`config.mk`:
```
export PLATFORM = sky130hd
export DESIGN_NAME = sysid_timeout_ctr
export DESIGN_NICKNAME = d
export VERILOG_FILES = /design/src/rtl/sysid_timeout_ctr.sv
export SDC_FILE = /design/constraint.sdc
export NUM_CORES = 1
export LEC_CHECK = 0
export BUFFER_PORTS_ARGS = -buffer_cell sky130_fd_sc_hd__buf_4
export CORE_MARGIN = 2
export CORE_UTILIZATION = 40
export CTS_CLUSTER_DIAMETER = 200
export DETAILED_ROUTE_END_ITERATION = 16
export SETUP_SLACK_MARGIN = 0.1
export SYNTH_ARGS = -nofsm -noshare
export SYNTH_HDL_FRONTEND = slang
export SYNTH_SLANG_ARGS = --single-unit
```
`constraint.sdc`:
```
create_clock -name clock -period 3.4 [get_ports clock]
set_clock_uncertainty 0.15 [all_clocks]
set_input_delay 0.34 -clock clock [delete_from_list [all_inputs] [get_ports clock]]
set_output_delay 0.34 -clock clock [all_outputs]
set_load 0.02 [all_outputs]
```
`src/rtl/sysid_timeout_ctr.sv`:
```
// Per-request watchdog: counts cycles since the last clear and flags the
// cycle on which LIMIT cycles have been spent waiting.
module sysid_timeout_ctr #(
  parameter int unsigned LIMIT = 255
) (
  input  logic clock,
  input  logic reset_n,
  input  logic clear,
  input  logic enable,
  output logic expired
);

  localparam logic [15:0] LAST = 16'(LIMIT - 1);

  logic [15:0] count_q, count_d;

  // Saturate so a long stall after expiry cannot wrap back below LAST.
  always_comb begin
    count_d = count_q;
    if (clear) begin
      count_d = '0;
    end else if (enable && (count_q != 16'hFFFF)) begin
      count_d = count_q + 16'd1;
    end
  end

  always_ff @(posedge clock or negedge reset_n) begin
    if (!reset_n) begin
      count_q <= '0;
    end else begin
      count_q <= count_d;
    end
  end

  assign expired = enable && (count_q >= LAST);

endmodule

```
# Yosys cells after proc, flatten, opt, wreduce, memory -nomap -nowiden
# Index checks and enable logic that the tools add are counted.
# totals
register_bits	16
latch_bits	0
ram_bits	0
romBits	0
in_bits	4
out_inout_bits	1
elab_cells	9
memories	0
# op_classes
addsub	1
n_mul	0
div	0
order_cmp	1
eq_ne	1
shift	0
mux	2
bitwise_logic	0
reduce_logical	3
# op_table
op	n
$mux W16	2
$add A16 B1 Y16 const B	1
$ge A16 B8 Y1 const B	1
$ne A16 B16 Y1 const B	1
$logic_and A1 B1 Y1	2
$reduce_bool A2 Y1	1

# Depth between registers and ports, before layout
# Gate-level depths: netlist of run 1.
# depth
depth_word	4
depth_mapped	6
depth_no_buf	5

# Least setup slack after synthesis of run 1
# OpenSTA, ideal clock, no wires.
# synth_timing
path_type	register -> register
startpoint	register count_q[1]
endpoint	register count_q[5]
setup_ns	0.125
t_arrival_ns	1.690
t_required_ns	3.125
slack_ns	1.435
stages_incl_launch_ff	7
n_path_buf	1
period_less_slack_ns	1.965
path_cell_list	dfrtp_1 > ha_1 > nand4_1 > or4_1 > buf_2 > nand3_1 > mux2_2
# synth_via
elab_chain_cells	3
elab_cells_between_ends	6
classes_between	add/sub (1); eq/ne (1); mux (2); reduce/logical (2)
# synth_rtl
item	line	source
start: declaration	15	logic [15:0] count_q, count_d;
start signal: assignment	31	count_q <= count_d;
$add A16 B1 Y16 or $ne A16 B16 Y1 (tied branches)	23, 22	
$mux W16 or $logic_and A1 B1 Y1 (tied branches)	22	end else if (enable && (count_q != 16'hFFFF)) begin
$mux W16 or $reduce_bool A2 Y1 (tied branches)	-	
# Several ways; a longest one is shown, not always the timed one. The select of a mux whose other input is x is not followed.
# A chain may end at the register's enable or synchronous reset.

# Worst setup path in the final report of run 1
# Ends and elaborated chain as after synthesis.

==> results.json, run 1 <==
{
  "num_io_pins": 5,
  "p_int_uw": 264,
  "core_sq_um": 2230,
  "leakage_uw": 0.000407,
  "synth_seq_cells": 16,
  "criticalPathCategory": "reg2reg",
  "grt.total_usage_pct": 17.3,
  "synth_area_leader_cell": "dfrtp_1",
  "antenna_found_initial": 0,
  "synth_mux_area_share_pct": 1.18,
  "startpoint": "count_q[1]",
  "routed_wl_mm": 2.03,
  "via_count": 833,
  "period_share_pct": 64.3,
  "status": "complete, no violations",
  "dp.cells": 128,
  "avgSynthCellArea_sq_um": 9.45,
  "postPlaceCellArea_sq_um": 997,
  "busiest_layer": "met1",
  "syn_nets": 107,
  "ys_warn_count": 0,
  "die_area_sq_um": 2790,
  "regMostFlops": "count_q",
  "drive_above_1_share_pct": 13.3,
  "fin_nets": 112,
  "final_antenna_net_count": 0,
  "die_h_microns": 52.9,
  "start_util_pct": 42.7,
  "wl_per_cell_microns": 15.3,
  "drt_iter0_drc": 25,
  "cts_tree": "built",
  "finalMaxSlewViolations": 0,
  "hp-start": "enable",
  "synth_commonest_cells": "dfrtp_1, nor2_1, nand2_1",
  "ir_worst_vdd_v": 0.000229,
  "start_kind": "flip-flop",
  "synthCells": 101,
  "grt_max_degree": 18,
  "synth-xor-area-share_pct": 2.75,
  "synth_compound_area_share_pct": 18.6,
  "rsz0062_at_grt": "false",
  "finalHoldViolCount": 0,
  "overflow": 0,
  "clock_latency_ps": 300,
  "switching_share_pct": 23.2,
  "dp_hpwl_mm": 1.42,
  "vias_per_cell": 6.26,
  "synthesis.area_sq_um": 955,
  "synth_fa_ha_area_share_pct": 2.62,
  "power.total_uw": 344,
  "syn_to_final_growth_pct": 9.31,
  "tns_ps": 0,
  "cts_htree_levels": 1,
  "antenna_cells": 0,
  "synth_top_area_share_pct": 41.9,
  "crit_path_end_kind": "flip-flop",
  "grt_pass1_wl_mm": 3.46,
  "ys.flop_type": "dfrtp_1",
  "clk_pin_slew_worst_paths_ps": 90,
  "arrival_ps": 2220,
  "place_congestion": 0.782,
  "critPathMaxFanout": 8,
  "seq_area_frac_synth_pct": 41.9,
  "fin_cells": 133,
  "drc": 0,
  "p_seq_share_pct": 56.6,
  "cap_violations": 0,
  "use_met3_pct": 5.08,
  "use_met2_pct": 24.0,
  "finalCriticalPeriod_ps": 2190,
  "comb_power_share_pct": 5.6,
  "grt_use_met1_pct": 24.6,
  "synth_edf_count": 0,
  "cts.path.max_buffers": 2,
  "synth_cell_types": 36,
  "post-route-cell-area_sq_um": 1040,
  "grt_pass1_vias": 740,
  "die_width_microns": 52.9,
  "switching_power_uw": 79.6,
  "tightest_slew_ps": 506,
  "cp.required_ps": 3430,
  "num_rows": 17,
  "numCtsBuffers": 3,
  "clock-sinks": 16,
  "relSlewSlack_pct": 65.4,
  "ys_async_sr_fraction_pct": 100,
  "hp-class": "in2reg",
  "synth_simple_gate_area_share_pct": 29.4,
  "synth_top_family_by_area": "simple AND/OR/NAND/NOR gates",
  "post_cts_resized": 0,
  "fmax_mhz": 458,
  "p_per_area_nw_per_um2": 329,
  "final-setup-viol-count": 0,
  "largest_reg_flops": 16,
  "place.port_buffers": 4,
  "r2r-start": "count_q[1]",
  "yosys-top-cells-area": "dfrtp_1, and4_1, nor2_1",
  "synth_most_common_cell": "dfrtp_1",
  "power.share.clock_pct": 37.8,
  "largestRegisters": "count_q: 16 flops",
  "cts-root-buf": "clkbuf_4",
  "drt_first_pass_iters": 4
}
## cells in the final DEF, fill, tap and decap left out, types with 2 or more instances in the layout
master     instances
nor4_1             4
nand4_1            5
nor2_1             9
or3_1              2
dfrtp_1           16
nand3_1            3
a211oi_1           3
inv_1              3
nand2_1            7
xnor2_1            3
ha_1               2
o311ai_0           2
o41ai_1            3
and4_1             4
buf_4              4
a31oi_1            3
clkbuf_4           3
a2111oi_0          2
a21oi_1            5
o21ai_0            3
nand4_2            2
nor3_1             2
## per-layer routing
layer / up-vias / part of all wire, %
met1: 398 / 48
met4: 0 / 2.2
met2: 18 / 45
li1: 409 / -
met3: 8 / 5.1
met5: - / 0
## kinds of logic after synthesis
logic type      count (synthesis)
simple gates                   46
compound gates                 25
flops                          16
buf+inv                         8
xor+xnor                        3
fa+ha+maj                       2
mux                             1
## power groups by stage
stage / sequential, uW / clock (uW) / combinational (uW)
floorplan: 198 / 0 / 10.5
global placement: 198 / 0 / 18.3
detailed placement: 198 / 0 / 18.9
CTS: 195 / 134 / 19.8
global route: 195 / 140 / 22.3
finish: 195 / 130 / 19.3
## path summary, 6_finish.rpt
path                          endpoint  slack, ps  depth (start not counted)
min                         count_q[1]        160                          2
min reg2reg                 count_q[7]        400                          1
max reg2reg                 count_q[5]       1210                          5
max in group asynchronous   count_q[4]       2630                          2
min in group asynchronous  count_q[13]        270                          2
max                         count_q[5]       1210                          5
## worst max-delay path: stages (launching register included)
cell,delay [ps]
dfrtp_1,410
ha_1,270
nand4_1,170
or4_1,590
nand3_1,160
mux2_2,330
## through the flow
step / hold slack [ps] / utilization (%) / setup slack [ps]
floorplan: -106 / - / 1440
global placement: 61.1 / 44.6 / 1310
detailed placement: 66.1 / 44.6 / 1240
CTS: 149 / 46.7 / 1220
global route: 161 / 46.7 / 1100
finish: 164 / 46.7 / 1210
## layout make-up
class	count	area, sq um
clock buffer	4	36.3
fill	225	1190
inverter	3	11.3
multi-input combinational	77	520
sequential	16	400
tap	28	35.0
timing repair buffer	5	40.0
## repair_timing
item                                   4_1_cts  5_1_grt
buffers inserted                             0        0
endpoints found under the hold margin       16        0
hold buffers                                 1        0
(Power assumes the default switching activity.)
==> run 2: changes to the inputs <==
Clock period 3.4 ns to 1.9 ns, I/O delays scaled along.
==> run 2 against run 1 <==
  * Sequential power rose by 79%
  * Cell count rose by 17%
  * Global-route usage rose by 2.1 points
  * Hold slack got worse by 140 ps
  * First-iteration DRC count fell by 52%
  * Count of clock-buffer cells in the layout did not move
  * Design area rose by 25%
  * Sequential share of layout area fell by 7.6 points
  * Die area did not move
  * Critical path type unchanged
  * Highest routed layer unchanged
==> results.json, run 2 (synthesized netlist as in run 1, its figures left out) <==
{
  "status": "complete, no violations",
  "vias_per_cell": 6.00,
  "most-common-layout-cells": "buf_4, dfrtp_1, nor2_1",
  "cts-root-buf": "clkbuf_4",
  "relSlewSlack_pct": 79.1,
  "period_share_pct": 97.1,
  "syn_to_final_growth_pct": 36.2,
  "grt_pass1_vias": 873,
  "start_util_pct": 42.7,
  "die_h_microns": 52.9,
  "layout_commonest_cell": "buf_4",
  "finalCriticalPeriod_ps": 1840,
  "finalHoldViolCount": 0,
  "largest_reg_flops": 16,
  "post-place-ws_ps": 14.5,
  "timing.final.ws_setup_ps": 55.5,
  "cts.path.max_buffers": 2,
  "largestRegisters": "count_q: 16 flops",
  "clock-sinks": 16,
  "multiInputGateArea_sq_um": 604,
  "regMostFlops": "count_q",
  "arrival_ps": 1930,
  "drt_first_pass_iters": 4,
  "dp.cells": 146,
  "cp.required_ps": 1990,
  "finalMaxSlewViolations": 0,
  "antenna_cells": 0,
  "rsz0062_at_grt": "true",
  "p_int_uw": 478,
  "power.total_uw": 620,
  "criticalPathCategory": "reg2reg",
  "num_rows": 17,
  "hp-class": "in2reg",
  "cts_tree": "built",
  "place.port_buffers": 4,
  "place_congestion": 0.785,
  "via_count": 930,
  "tightest_slew_ps": 313,
  "wl_per_cell_microns": 15.8,
  "clock_latency_ps": 290,
  "clk_pin_slew_worst_paths_ps": 100,
  "antenna_found_initial": 0,
  "ir_worst_vdd_v": 0.000337,
  "crit_path_end_kind": "flip-flop",
  "drt_iter0_drc": 12,
  "slowest_stage": "or4_4",
  "numCtsBuffers": 3,
  "fin_cells": 155,
  "comb_power_share_pct": 7.0,
  "ff_latch_area_sq_um": 400,
  "final_antenna_net_count": 0,
  "switching_power_uw": 143,
  "grt.total_usage_pct": 19.5,
  "drive_above_1_share_pct": 37.8,
  "cap_violations": 0,
  "fmax_mhz": 542,
  "grt_pass1_wl_mm": 3.92,
  "overflow": 0,
  "drc": 0,
  "leakage_uw": 0.000526,
  "critPathMaxFanout": 6,
  "die_area_sq_um": 2790,
  "num_io_pins": 5,
  "cp_cell_sequence": "ha_4 > nand4_1 > or4_4 > buf_6 > a211o_1 > nand2_1",
  "p_seq_share_pct": 56.2,
  "fin_nets": 134,
  "p_per_area_nw_per_um2": 477,
  "grt_max_degree": 18,
  "power.share.clock_pct": 36.7,
  "crit_path_max_incr_delay_ps": 470,
  "cts_htree_levels": 1,
  "core_sq_um": 2230,
  "dp_hpwl_mm": 1.61,
  "switching_share_pct": 23.0,
  "final-setup-viol-count": 0,
  "die_width_microns": 52.9,
  "start_kind": "flip-flop",
  "routed_wl_mm": 2.45,
  "fill_cells": 202
}
==> run 2: what timing repair did <==
item,4_1_cts,5_1_grt
gates resized for setup,10,8
pin swaps,3,2
hold buffers,1,0
endpoints found under the hold margin,16,0
buffers inserted,2,2
endpoints found under the setup margin,7,14
==> run 2: path summary, 6_finish.rpt <==
kind / slack [ps] / startpoint / depth (start not counted) / endpoint
setup / recovery: 60 / count_q[0] / 6 / count_q[0]
hold / removal: 20 / enable / 2 / count_q[1]
setup reg to reg: 60 / count_q[0] / 6 / count_q[0]
hold reg to reg: 400 / count_q[7] / 1 / count_q[7]
max in group asynchronous: 1280 / reset_n / 2 / count_q[5]
min in group asynchronous: 130 / reset_n / 2 / count_q[13]
==> run 2: stage by stage <==
stage          utilization [%]  hold slack, ps  TNS, ps  cell area, sq um
4_1_cts                   55.7            20.4        0              1240
3_5_place_dp              51.4           -86.7        0              1150
3_3_place_gp              51.4           -87.9        0              1150
6_report                  58.2            19.7        0              1300
2_1_floorplan                -            -256    -12.4               971
5_1_grt                   58.2            34.2    -49.3              1300
==> run 2: layout make-up <==
| class | count | area share (%) |
|---|---|---|
| sequential | 16 | 30.8 |
| clock buffer | 4 | 2.79 |
| tap | 28 | 2.69 |
| inverter | 3 | 0.866 |
| multi-input combinational | 77 | 46.5 |
| timing repair buffer | 27 | 16.4 |
==> run 2: per-layer routing <==
metal,part of all wire [%],global-route usage (%),vias to the layer above
met2,49,31.3,17
met5,0,0,-
met1,47,25.8,454
li1,-,-,455
met4,1.4,8.97,0
met3,2.9,2.54,4
==> run 2: worst max-delay path: cells and delay by family (launching register included) <==
family | cells | cell delay [ps]
compound gates | 1 | 270
buf+inv | 1 | 150
flops | 1 | 410
fa+ha+maj | 1 | 160
simple gates | 3 | 630
==> run 2: power by group through the flow <==
stage          Combinational [uW]  Sequential [uW]  Clock (uW)
6_report                     43.7              349         228
3_5_place_dp                 39.0              356           0
2_1_floorplan                19.4              356           0
3_3_place_gp                 37.4              355           0
5_1_grt                      49.5              349         248
4_1_cts                      44.3              349         231
==> run 3: changes to the inputs <==
Settings changed: PLACE_DENSITY_LB_ADDON set to 0.25.
Clock period 1.9 ns to 2 ns, I/O delays scaled along.
==> run 3 against run 2 <==
  * Critical path depth decreased by 1
  * Global-route usage decreased by 0.94 points
  * Sequential share of layout area increased by 1.1 points
  * Non-clock buffer count did not move
  * First-iteration DRC count increased by 130%
  * Design area decreased by 3.3%
  * Wire length down 4.5%
  * Hold slack better by 16 ps
  * Via count down 0.54%
  * Core utilization is 1.9 points lower
  * Fmax down 2.5%
  * Count of clock-buffer cells in the layout did not move
  * Critical endpoint is now count_q[5]
  * Largest power group unchanged
  * Highest routed layer unchanged
==> results.json, run 3 (synthesized netlist as in run 1, its figures left out) <==
{
  "fmax_mhz": 529,
  "drt_iter0_drc": 27,
  "critPathMaxFanout": 6,
  "finalCriticalPeriod_ps": 1890,
  "p_per_area_nw_per_um2": 470,
  "largestRegisters": "count_q: 16 flops",
  "r2r-start": "count_q[0]",
  "die_width_microns": 52.9,
  "fill_cells": 203,
  "grt_pass1_vias": 808,
  "criticalPathCategory": "reg2reg",
  "die_area_sq_um": 2790,
  "routed_wl_mm": 2.34,
  "cts_htree_levels": 1,
  "rr_worst_depth": 5,
  "cts.path.max_buffers": 2,
  "clk_pin_slew_worst_paths_ps": 100,
  "tightest_slew_ps": 429,
  "fin_cells": 155,
  "dp.cells": 141,
  "grt_max_degree": 18,
  "holdPathStages": 2,
  "status": "complete, no violations",
  "slowest_stage": "or4_4",
  "cap_violations": 0,
  "min_to": "count_q[1]",
  "grt_pass1_wl_mm": 3.75,
  "crit_path_end_kind": "flip-flop",
  "start_kind": "flip-flop",
  "drt_first_pass_iters": 4,
  "final-setup-viol-count": 0,
  "antenna_cells": 0,
  "drc": 0,
  "place_congestion": 0.859,
  "cp_cell_sequence": "ha_4 > nand4_1 > or4_4 > nand3_1 > mux2_2",
  "syn_to_final_growth_pct": 31.7,
  "switching_power_uw": 137,
  "arrival_ps": 1930,
  "start_util_pct": 42.7,
  "period_share_pct": 94.6,
  "tns_ps": 0,
  "place.port_buffers": 4,
  "die_h_microns": 52.9,
  "regMostFlops": "count_q",
  "leakage_uw": 0.000518,
  "comb_power_share_pct": 7.0,
  "path_buf_inv": 0,
  "core_sq_um": 2230,
  "cts-root-buf": "clkbuf_4",
  "clock_latency_ps": 290,
  "numCtsBuffers": 3,
  "power.share.clock_pct": 36.8,
  "fin_nets": 134,
  "relSlewSlack_pct": 71.1,
  "drive_above_1_share_pct": 34.6,
  "dp_hpwl_mm": 1.55,
  "antenna_found_initial": 0,
  "grt.total_usage_pct": 18.5,
  "finalHoldViolCount": 0,
  "ir_worst_vdd_v": 0.000386,
  "r2r_setup_slack_ps": 110,
  "layout_commonest_cell": "buf_4",
  "final_antenna_net_count": 0,
  "cts_tree": "built",
  "switching_share_pct": 23.3,
  "p_seq_share_pct": 56.1,
  "num_io_pins": 5,
  "rsz0062_at_grt": "true",
  "p_int_uw": 453,
  "crit_family": "simple AND/OR/NAND/NOR gates",
  "most-common-layout-cells": "buf_4, dfrtp_1, nor2_1",
  "crit_path_max_incr_delay_ps": 480,
  "cp.required_ps": 2030,
  "hp-class": "in2reg",
  "via_count": 925,
  "vias_per_cell": 5.97,
  "hp-start": "enable",
  "finalMaxSlewViolations": 0,
  "largest_reg_flops": 16,
  "overflow": 0,
  "wl_per_cell_microns": 15.1,
  "clock-sinks": 16,
  "r2r-end": "count_q[5]",
  "num_rows": 17
}
## run 3: cell counts in the layout (fill, tap and decap cells not counted)
Identical to the previous run, type by type.
## run 3: area by class of cell
| type | instances | area, sq um | area share (%) |
|---|---|---|---|
| Sequential cell | 16 | 402 | 31.9 |
| Multi-Input combinational cell | 77 | 564 | 44.9 |
| Inverter | 3 | 11.3 | 0.896 |
| Tap cell | 28 | 35.0 | 2.79 |
| Timing Repair Buffer | 27 | 209 | 16.6 |
| Clock buffer | 4 | 36.3 | 2.89 |
## run 3: repair_timing
action,4_1_cts,5_1_grt
cloned,0,0
endpoints found under the hold margin,16,0
hold buffers,1,0
gates resized for setup,1,10
pin swaps,0,4
buffers inserted,5,4
endpoints found under the setup margin,6,8
## run 3: routing by layer
metal	part of all wire, %	vias up	track usage (%)
met3	3.2	2	3.39
met4	0.73	0	5.13
met1	49	458	26.2
met2	47	17	28.7
li1	-	448	-
met5	0	-	0
## run 3: worst max-delay path by stage
stage | from | end | slack, ps | cells past startpoint
floorplan | count_q[1] | count_q[5] | 90 | 6
global placement | count_q[0] | count_q[0] | 90 | 6
finish | count_q[0] | count_q[5] | 110 | 5
CTS | count_q[0] | count_q[14] | 80 | 5
detailed placement | count_q[0] | count_q[14] | 40 | 5
global route | count_q[0] | count_q[10] | 10 | 6
## run 3: power groups by stage
stage	combinational (uW)	clock, uW	sequential (uW)
floorplan	18.4	0	338
global route	47.7	240	332
finish	41.6	218	332
CTS	38.3	226	331
global placement	35.8	0	338
detailed placement	36.6	0	338
## run 3: stage by stage
step	worst slack [ps]	hold WS (ps)	area, sq um	power [uW]	utilization (%)
floorplan	87.6	-246	967	357	-
global placement	92.3	-80.2	1110	373	49.6
detailed placement	38.6	-77.7	1110	374	49.6
CTS	83.0	12.6	1190	596	53.5
global route	13.0	37.6	1260	620	56.3
finish	109	35.4	1260	591	56.3
